### src/rtl/uart_word_serializer_if.sv
// Bundle of the word-side and UART-side signals of uart_word_serializer.
// The slave modport is the serializer's view; master is the environment's view.
interface uart_word_serializer_if #(
    parameter int WORD_BYTES = 4,
    parameter int FIFO_DEPTH = 8
) ();
    localparam int DATA_W  = 8 * WORD_BYTES;
    localparam int LEVEL_W = $clog2(FIFO_DEPTH + 1);

    logic               WriteEnable;
    logic [DATA_W-1:0]  Data_In;
    logic               MSB_First;
    logic               Clear_Overflow;
    logic               Tx_Busy;
    logic               Tx_Start;
    logic [7:0]         Tx_Data;
    logic               Full;
    logic               Empty;
    logic [LEVEL_W-1:0] Level;
    logic               Overflow;
    logic               Busy;
    logic               Word_Done;

    modport slave (
        input  WriteEnable, Data_In, MSB_First, Clear_Overflow, Tx_Busy,
        output Tx_Start, Tx_Data, Full, Empty, Level, Overflow, Busy, Word_Done
    );

    modport master (
        output WriteEnable, Data_In, MSB_First, Clear_Overflow, Tx_Busy,
        input  Tx_Start, Tx_Data, Full, Empty, Level, Overflow, Busy, Word_Done
    );
endinterface

### src/rtl/uart_word_serializer.sv
// Word-to-byte serializer: words are queued in a small FIFO together with
// their byte-order bit and then handed to a UART one byte at a time over a
// Tx_Start/Tx_Busy handshake.
module uart_word_serializer #(
    parameter int WORD_BYTES = 4,
    parameter int FIFO_DEPTH = 8
) (
    input  logic                    Clock,
    input  logic                    Reset,
    uart_word_serializer_if.slave   bus
);
    localparam int DATA_W  = 8 * WORD_BYTES;
    localparam int ENTRY_W = DATA_W + 1;
    localparam int PTR_W   = $clog2(FIFO_DEPTH);
    localparam int LEVEL_W = $clog2(FIFO_DEPTH + 1);
    localparam int CNT_W   = (WORD_BYTES > 1) ? $clog2(WORD_BYTES) : 1;

    localparam logic [1:0] ST_IDLE = 2'd0;
    localparam logic [1:0] ST_SEND = 2'd1;
    localparam logic [1:0] ST_ACK  = 2'd2;
    localparam logic [1:0] ST_WAIT = 2'd3;

    // Reverse the byte order of a word so the FSM can always emit the low
    // byte first and shift right, whatever order the word asked for.
    function automatic logic [DATA_W-1:0] f_reverse_bytes(input logic [DATA_W-1:0] i_word);
        logic [DATA_W-1:0] v_word;
        v_word = '0;
        for (int b = 0; b < WORD_BYTES; b++) begin
            v_word[8*b +: 8] = i_word[8*(WORD_BYTES-1-b) +: 8];
        end
        return v_word;
    endfunction

    // FIFO storage and bookkeeping
    logic [ENTRY_W-1:0] r_mem [FIFO_DEPTH];
    logic [PTR_W-1:0]   r_wr_ptr;
    logic [PTR_W-1:0]   r_rd_ptr;
    logic [LEVEL_W-1:0] r_level;
    logic               r_full;
    logic               r_empty;
    logic               r_overflow;

    // Transmit FSM
    logic [1:0]         r_state;
    logic [DATA_W-1:0]  r_shift;
    logic [CNT_W-1:0]   r_cnt;
    logic               r_tx_start;
    logic [7:0]         r_tx_data;
    logic               r_busy;
    logic               r_word_done;

    logic               w_pop;
    logic               w_push;
    logic               w_drop;
    logic [ENTRY_W-1:0] w_head;
    logic [LEVEL_W-1:0] w_level_next;
    logic               w_is_last;

    // The head is only taken while idle, so a push at Full is legal exactly
    // on the cycle the FSM pops.
    assign w_pop     = (r_state == ST_IDLE) && !r_empty;
    assign w_push    = bus.WriteEnable && (!r_full || w_pop);
    assign w_drop    = bus.WriteEnable && r_full && !w_pop;
    assign w_head    = r_mem[r_rd_ptr];
    assign w_is_last = (r_cnt == CNT_W'(WORD_BYTES - 1));

    // Next occupancy from this cycle's push/pop combination.
    always_comb begin
        w_level_next = r_level;
        case ({w_push, w_pop})
            2'b10:   w_level_next = r_level + LEVEL_W'(1);
            2'b01:   w_level_next = r_level - LEVEL_W'(1);
            default: w_level_next = r_level;
        endcase
    end

    // Word storage; contents need no reset because the pointers gate them.
    always_ff @(posedge Clock) begin
        if (w_push) begin
            r_mem[r_wr_ptr] <= {bus.MSB_First, bus.Data_In};
        end
    end

    // FIFO pointers, registered status flags and the sticky overflow flag.
    always_ff @(posedge Clock or negedge Reset) begin
        if (!Reset) begin
            r_wr_ptr   <= '0;
            r_rd_ptr   <= '0;
            r_level    <= '0;
            r_full     <= 1'b0;
            r_empty    <= 1'b1;
            r_overflow <= 1'b0;
        end else begin
            if (w_push) begin
                r_wr_ptr <= r_wr_ptr + PTR_W'(1);
            end
            if (w_pop) begin
                r_rd_ptr <= r_rd_ptr + PTR_W'(1);
            end
            r_level <= w_level_next;
            r_full  <= (w_level_next == LEVEL_W'(FIFO_DEPTH));
            r_empty <= (w_level_next == LEVEL_W'(0));
            // A new drop wins over a simultaneous clear.
            if (w_drop) begin
                r_overflow <= 1'b1;
            end else if (bus.Clear_Overflow) begin
                r_overflow <= 1'b0;
            end
        end
    end

    // Byte-sequencing FSM with the UART handshake.
    always_ff @(posedge Clock or negedge Reset) begin
        if (!Reset) begin
            r_state     <= ST_IDLE;
            r_shift     <= '0;
            r_cnt       <= '0;
            r_tx_start  <= 1'b0;
            r_tx_data   <= 8'h00;
            r_busy      <= 1'b0;
            r_word_done <= 1'b0;
        end else begin
            r_word_done <= 1'b0;
            case (r_state)
                ST_IDLE: begin
                    if (!r_empty) begin
                        r_shift <= w_head[DATA_W] ? f_reverse_bytes(w_head[DATA_W-1:0])
                                                  : w_head[DATA_W-1:0];
                        r_cnt   <= '0;
                        r_busy  <= 1'b1;
                        r_state <= ST_SEND;
                    end
                end
                ST_SEND: begin
                    if (!bus.Tx_Busy) begin
                        r_tx_data  <= r_shift[7:0];
                        r_shift    <= r_shift >> 4'd8;
                        r_tx_start <= 1'b1;
                        r_state    <= ST_ACK;
                    end
                end
                ST_ACK: begin
                    if (bus.Tx_Busy) begin
                        r_tx_start <= 1'b0;
                        r_state    <= ST_WAIT;
                    end
                end
                ST_WAIT: begin
                    if (!bus.Tx_Busy) begin
                        if (w_is_last) begin
                            r_word_done <= 1'b1;
                            r_busy      <= 1'b0;
                            r_state     <= ST_IDLE;
                        end else begin
                            r_cnt   <= r_cnt + CNT_W'(1);
                            r_state <= ST_SEND;
                        end
                    end
                end
                default: begin
                    r_tx_start <= 1'b0;
                    r_busy     <= 1'b0;
                    r_state    <= ST_IDLE;
                end
            endcase
        end
    end

    assign bus.Tx_Start  = r_tx_start;
    assign bus.Tx_Data   = r_tx_data;
    assign bus.Full      = r_full;
    assign bus.Empty     = r_empty;
    assign bus.Level     = r_level;
    assign bus.Overflow  = r_overflow;
    assign bus.Busy      = r_busy;
    assign bus.Word_Done = r_word_done;
endmodule

### src/flat_wrapper.sv
// flat-port wrapper written by rule: the top's interface ports become plain ports
module uart_word_serializer_flat 
#(
    parameter int WORD_BYTES = 4,
    parameter int FIFO_DEPTH = 8
)
  (Clock, Reset, bus_WriteEnable, bus_Data_In, bus_MSB_First, bus_Clear_Overflow, bus_Tx_Busy, bus_Tx_Start, bus_Tx_Data, bus_Full, bus_Empty, bus_Level, bus_Overflow, bus_Busy, bus_Word_Done);
  uart_word_serializer_if #(.WORD_BYTES(WORD_BYTES), .FIFO_DEPTH(FIFO_DEPTH)) bus_i ();
  input  logic Clock;
  input  logic Reset;
  input wire logic [$bits(bus_i.WriteEnable)-1:0] bus_WriteEnable;
  input wire logic [$bits(bus_i.Data_In)-1:0] bus_Data_In;
  input wire logic [$bits(bus_i.MSB_First)-1:0] bus_MSB_First;
  input wire logic [$bits(bus_i.Clear_Overflow)-1:0] bus_Clear_Overflow;
  input wire logic [$bits(bus_i.Tx_Busy)-1:0] bus_Tx_Busy;
  output wire logic [$bits(bus_i.Tx_Start)-1:0] bus_Tx_Start;
  output wire logic [$bits(bus_i.Tx_Data)-1:0] bus_Tx_Data;
  output wire logic [$bits(bus_i.Full)-1:0] bus_Full;
  output wire logic [$bits(bus_i.Empty)-1:0] bus_Empty;
  output wire logic [$bits(bus_i.Level)-1:0] bus_Level;
  output wire logic [$bits(bus_i.Overflow)-1:0] bus_Overflow;
  output wire logic [$bits(bus_i.Busy)-1:0] bus_Busy;
  output wire logic [$bits(bus_i.Word_Done)-1:0] bus_Word_Done;
  assign bus_i.WriteEnable = bus_WriteEnable;
  assign bus_i.Data_In = bus_Data_In;
  assign bus_i.MSB_First = bus_MSB_First;
  assign bus_i.Clear_Overflow = bus_Clear_Overflow;
  assign bus_i.Tx_Busy = bus_Tx_Busy;
  assign bus_Tx_Start = bus_i.Tx_Start;
  assign bus_Tx_Data = bus_i.Tx_Data;
  assign bus_Full = bus_i.Full;
  assign bus_Empty = bus_i.Empty;
  assign bus_Level = bus_i.Level;
  assign bus_Overflow = bus_i.Overflow;
  assign bus_Busy = bus_i.Busy;
  assign bus_Word_Done = bus_i.Word_Done;
  uart_word_serializer #(.WORD_BYTES(WORD_BYTES), .FIFO_DEPTH(FIFO_DEPTH)) u_core (.Clock(Clock), .Reset(Reset), .bus(bus_i));
endmodule
### config.mk
export PLATFORM = sky130hd
export DESIGN_NAME = uart_word_serializer_flat
export DESIGN_NICKNAME = d
export VERILOG_FILES = /design/src/rtl/uart_word_serializer_if.sv /design/src/rtl/uart_word_serializer.sv /design/src/flat_wrapper.sv
export SDC_FILE = /design/constraint.sdc
export NUM_CORES = 1
export LEC_CHECK = 0
export CORE_ASPECT_RATIO = 0.9
export CORE_UTILIZATION = 45
export CTS_CLUSTER_DIAMETER = 50
export DETAILED_ROUTE_END_ITERATION = 10
export SETUP_SLACK_MARGIN = 0.02
export SYNTH_ARGS = -nofsm -noshare
export SYNTH_HDL_FRONTEND = slang
export SYNTH_SLANG_ARGS = --single-unit
### constraint.sdc
create_clock -name Clock -period 5.1 [get_ports Clock]
set_clock_uncertainty 0.15 [all_clocks]
set_input_delay 1.02 -clock Clock [delete_from_list [all_inputs] [get_ports Clock]]
set_output_delay 1.02 -clock Clock [all_outputs]
set_load 0.05 [all_outputs]
# Word-level counts from Yosys, hierarchy flattened
# Memories as Yosys holds them, arrays and structs flattened.
# Cells that the tools add are included.
dict set report word_totals {
  out_inout_bits 18
  input_bits 38
  reg_bits 60
  memories 1
  ram_bits 264
}
dict set report classes {
  n_reduce_logical 20
  bitwise_logic 1
  muxes 29
  eq_ne 13
  add_sub_neg 5
}
# name words width read_ports rd_clocked_by_memory_dff write_ports line
set mem_list {}
lappend mem_list {u_core.r_mem 8 33 1 0 1 uart_word_serializer.sv:35} ;# logic [ENTRY_W-1:0] r_mem [FIFO_DEPTH];
# cell count
set op_table {}
lappend op_table {{$mux 32} 3}
lappend op_table {{$pmux 32 s2} 1}
lappend op_table {{$mux 2} 7}
lappend op_table {{$mux 1} 13}
lappend op_table {{$reduce_and 4->1} 3}
lappend op_table {{$ne 2x2->1 const B} 5}
lappend op_table {{$eq 2x2->1 const B} 4}
lappend op_table {{$pmux 2 s4} 1}
lappend op_table {{$pmux 4 s2} 1}
lappend op_table {{$reduce_bool 2->1} 4}
lappend op_table {{$add 3x1->3 const B} 2}
lappend op_table {{$reduce_and 3->1} 2}
lappend op_table {{$add 4x1->4 const B} 1}
lappend op_table {{$eq 2x1->1 const B} 2}
lappend op_table {{$eq 4x4->1 const B} 1}
lappend op_table {{$logic_and 1x1->1} 4}
lappend op_table {{$logic_not 4->1} 1}
lappend op_table {{$pmux 1 s2} 2}
lappend op_table {{$pmux 2 s2} 1}
lappend op_table {{$sub 4x1->4 const B} 1}
lappend op_table {{$logic_not 1->1} 3}
lappend op_table {{$add 2x1->2 const B} 1}
lappend op_table {{$logic_not 2->1} 1}
lappend op_table {{$ne 2x1->1 const B} 1}
lappend op_table {{3 further kinds} 3}

# Longest topological paths before layout
dict set report logic_depth {
  word_depth 7
  mapped_depth 14
  depth_no_buf 14
}

# Worst setup path after synthesis
# No wires, ideal clock.
dict set report synth_timing {
  kind {in2reg}
  from {input bus_WriteEnable}
  to {memory u_core.r_mem[0][0] in the netlist's numbering, enable pin}
  path_stages 3
  arrival_ps 3624
  path_slack_ps 862
  setup_ps 464
  required_time_ps 4486
  path_cell_list {and2_1 > nand2b_1 > nor3_1}
}
dict set report synth_via {
  elab_chain_cells 3
}
# element line
set synth_lines {}
lappend synth_lines {{from (decl)} flat_wrapper.sv:11} ;# input wire logic [$bits(bus_i.WriteEnable)-1:0] bus_WriteEnable;
lappend synth_lines {{$logic_and 1x1->1} uart_word_serializer.sv:62} ;# assign w_push = bus.WriteEnable && (!r_full || w_pop);
lappend synth_lines {{$mux 1} uart_word_serializer.sv:79} ;# if (w_push) begin
lappend synth_lines {{$mux 1 (implied by the code)} uart_word_serializer.sv:80} ;# r_mem[r_wr_ptr] <= {bus.MSB_First, bus.Data_In};
lappend synth_lines {{to (decl)} uart_word_serializer.sv:35}
# Every way passes these cells.

# Final worst setup path
dict set report layout_timing {
  from {register u_core.r_state[0]}
  to {register u_core.r_empty (netlist: u_core.bus.Empty)}
}
dict set report layout_via {
  elab_chain_cells 7
  word_cells_on_any_way 8
}
# element line
set layout_lines {}
lappend layout_lines {{from (decl)} uart_word_serializer.sv:44} ;# logic [1:0] r_state;
lappend layout_lines {{from (signal assigned)} uart_word_serializer.sv:115} ;# r_state <= ST_IDLE;
lappend layout_lines {{from (signal assigned)} uart_word_serializer.sv:131} ;# r_state <= ST_SEND;
lappend layout_lines {{from (signal assigned)} uart_word_serializer.sv:139} ;# r_state <= ST_ACK;
lappend layout_lines {{$logic_not 2->1 *} uart_word_serializer.sv:61} ;# assign w_pop = (r_state == ST_IDLE) && !r_empty;
lappend layout_lines {{$logic_and 1x1->1 *} uart_word_serializer.sv:61}
lappend layout_lines {{$logic_or 1x1->1} uart_word_serializer.sv:62}
lappend layout_lines {{$logic_and 1x1->1} uart_word_serializer.sv:62}
lappend layout_lines {{$eq 2x1->1 or $eq 2x2->1 (tied branches)} uart_word_serializer.sv:70} ;# case ({w_push, w_pop})
lappend layout_lines {{$pmux 4 s2 *} uart_word_serializer.sv:70}
lappend layout_lines {{net u_core.w_level_next[2]} uart_word_serializer.sv:56} ;# logic [LEVEL_W-1:0] w_level_next;
lappend layout_lines {{$logic_not 4->1 *} uart_word_serializer.sv:102} ;# r_empty <= (w_level_next == LEVEL_W'(0));
lappend layout_lines {{to (signal assigned)} uart_word_serializer.sv:102}
lappend layout_lines {{to (decl)} uart_word_serializer.sv:40} ;# logic r_empty;
# The timed path passes the listed nets; every way through them passes the cells marked *.
# A chain may end at the register's enable or synchronous reset.

==> impl_results.md <==
* Commonest cells after routing, fill and taps aside: edfxtp_1, nand2_1, mux4_2, dfrtp_1, clkdlybuf4s50_1
* TritonCTS buffer count at 36
* Worst Setup End Kind: flip-flop
* Worst EP arrival at 3.51 ns
* Post-synthesis cell type count at 37
* Core area at 0.0281 mm^2
* Final Cell Area at 0.0151 mm^2
* Fmax at 307 MHz
* LEAKAGE at 5.16 nW
* Nets at 820
* Fin. Hold Viols at 0
* GP Congestion at 0.753
* Crit path to: u_core.bus.Empty$_DFF_PN1_
* Post_cts resized at 0
* Initial antenna violation count at 1
* Area leader, netlist: edfxtp_1
* Via count of the first global-routing pass at 6,853
* Root buffer cell: clkbuf_16
* Critical Path Source: u_core.r_state[0]$_DFFE_PN0P_
* Input/output buffers at 55
* Slew Limit Fails at 0
* Clock slew at reported path FFs at 0.06 ns
* Power per Cell Area at 616 mW/mm^2
* Die height at 163 um
* Max-cap viol count at 0
* Drt drc at 0
* Crit path time final at 3.26 ns
* Flops & latches, synth at 324
* Area contributors post-synth: edfxtp_1, mux4_2, dfrtp_1, mux2_2, nand2_1
* Fillers at 2,164
* Vias/cell at 5.59
* Multi-input logic area at 0.00334 mm^2
* Tot GR Track Use at 0.180
* Fin cells at 1,158
* CTS tree: yes
* Starting density of the core at 0.461
* Worst r2r path cells at 14
* H-tree levels at 2
* Worst slew margin at 0.169
* Area grow syn2layout at 16.6%
* RSZ-0062 raised after global routing: false
* Initial DRT Pass Iterations at 6
* Post-synth EDFFs at 264
* Routed WL per cell at 21.8 um
* Total negative slack at 0 ns
* Crit start category: flip-flop
* Post-route ant nets at 0
* Total power at 9.29 mW
* Layout cells sized above 1 at 0.229
* Worst skew pair latency at 0.52 ns
* Hold buffer count at cts at 0
* DP HPWL at 15,100 um
* Total Routed Length at 25,300 um
* # clock sinks at 324
* Total nets after synthesis at 748
* CP Data Required Time at 5.35 ns
* Sequential area share after synthesis at 0.729
* First-pass GRT wire length at 39,900 um
* Final setup viols at 0
* Period utilization at 0.639
* Ant diodes at 0
* Chip width at 181 um
* Max Buffers Root-to-Sink at 3
* Synth warnings at 0
* Synth top area share at 0.613
* Ys async rst share at 0.185
* Mapped Area at 0.0129 mm^2
* Total area of sequential cells at 0.00944 mm^2
* Worst Setup Path Type: reg2reg
* Synth Instances at 699
* Peak VDD IR at 358 uV
* Most common cell after layout, fill and taps aside: edfxtp_1
* Cell Area, Placed at 0.0139 mm^2
* Via count at 6,476
* CP max FO at 6
* Placed insts at 1,093
* Outcome: completed
* Rows at 58
* Largest net degree at the start of global routing at 61
* Reg2reg start: u_core.r_state[0]$_DFFE_PN0P_
* Hold-critical path depth at 2
* Hold/Removal Path Class: reg2reg
* Post-synth top flop: edfxtp_1
* Post-CTS setup buffer count at 0
* Full die area at 0.0294 mm^2
* Syn avg cell area at 18.5 um^2
* Remaining global-route overflow at 0
* I/O pins at 56
* Reg-to-reg slack, setup at 1.84 ns
* Initial DRC Count at 504
* Worst Max-Slew Pin Slew at 1.25 ns
* WHS at 0.342 ns
* R2r endpoint: u_core.bus.Empty$_DFF_PN1_
-- Yosys cell counts (4+ instances only) --
cell type	instances
nor2_1	19
o221ai_1	23
o21ai_0	6
nand2b_1	5
clkbuf_1	14
ha_1	11
nand2_1	82
edfxtp_1	264
a21oi_1	11
xnor2_1	5
mux2i_1	24
o21ai_1	22
buf_2	10
buf_6	6
nor3_1	4
inv_1	6
mux2_2	34
dfrtp_1	59
mux4_2	66
-- critical path: stages, from the launching register on --
cell and delay (ns):
dfrtp_1 0.42, inv_1 0.12, ha_1 0.23, nand2b_1 0.23, nand2_1 0.13, and2_1 0.25, inv_2 0.09, ha_1 0.27
xor2_1 0.18, ha_1 0.19, a21oi_1 0.16, xor2_1 0.18, nor2_1 0.07, xor2_1 0.16, nor4b_1 0.32
-- cells by family (layout without fill, tap and decap cells) --
logic type               after synthesis  in the layout  synth area share
AND/OR/NAND/NOR                      117            117            0.0374
AO/OA/AOI/OAI                         70             70            0.0353
multiplexers                         125            125             0.164
XOR/XNOR                               8              8           0.00542
flip-flops                           324            324             0.729
buffers and inverters                 44            143            0.0181
adder cells (fa/ha/maj)               11             11            0.0106
-- through the flow --
| stage | utilization | setup WS [ns] |
|---|---|---|
| 6_report | 0.537 | 1.84 |
| 5_1_grt | 0.537 | 1.55 |
| 4_1_cts | 0.537 | 1.84 |
| 3_5_place_dp | 0.496 | 1.49 |
| 3_3_place_gp | 0.496 | 1.54 |
| 2_1_floorplan | - | 0.862 |
-- metal layers --
layer | vias up | global-route usage | part of all wire
met5 | - | 0 | 0
met1 | 3345 | 0.249 | 0.45
li1 | 2919 | - | -
met2 | 174 | 0.297 | 0.49
met4 | 0 | 0.0579 | 0.020
met3 | 38 | 0.0262 | 0.046
-- final cells by class --
cell class | instances | area share
Sequential cell | 324 | 0.626
Multi-Input combinational cell | 331 | 0.221
Timing Repair Buffer | 70 | 0.0445
Clock buffer | 44 | 0.0638
Inverter | 8 | 0.00199
Clock inverter | 21 | 0.0130
Tap cell | 360 | 0.0299
-- worst min path at each step --
stage                                   startpoint                              to  slack, ns
floorplan            u_core.r_shift[0]$_DFFE_PN0P_   u_core.r_shift[0]$_DFFE_PN0P_       0.30
CTS                 u_core.r_shift[22]$_DFFE_PN0P_  u_core.r_shift[22]$_DFFE_PN0P_       0.34
detailed placement  u_core.r_shift[22]$_DFFE_PN0P_  u_core.r_shift[22]$_DFFE_PN0P_       0.32
finish              u_core.r_shift[17]$_DFFE_PN0P_  u_core.r_shift[17]$_DFFE_PN0P_       0.34
global route        u_core.r_shift[22]$_DFFE_PN0P_  u_core.r_shift[22]$_DFFE_PN0P_       0.35
global placement    u_core.r_shift[19]$_DFFE_PN0P_  u_core.r_shift[19]$_DFFE_PN0P_       0.32
-- power breakdown --
group / internal [mW] / switching (mW) / total, mW
sequential: 3.37 / 0.366 / 3.73
clock: 1.50 / 0.997 / 2.50
combinational: 1.35 / 1.71 / 3.06
total: 6.22 / 3.07 / 9.29
-- state kept, by name, summed over array words and instances, names as in the netlist, 2 cells and up --
signal / cells
u_core.r_state: 2
u_core.r_cnt: 2
u_core.r_shift: 32
u_core.r_wr_ptr: 3
u_core.r_mem: 264
u_core.bus.Level: 4
u_core.r_rd_ptr: 3
u_core.bus.Tx_Data: 8
Power figures use the tool's default switching activity.
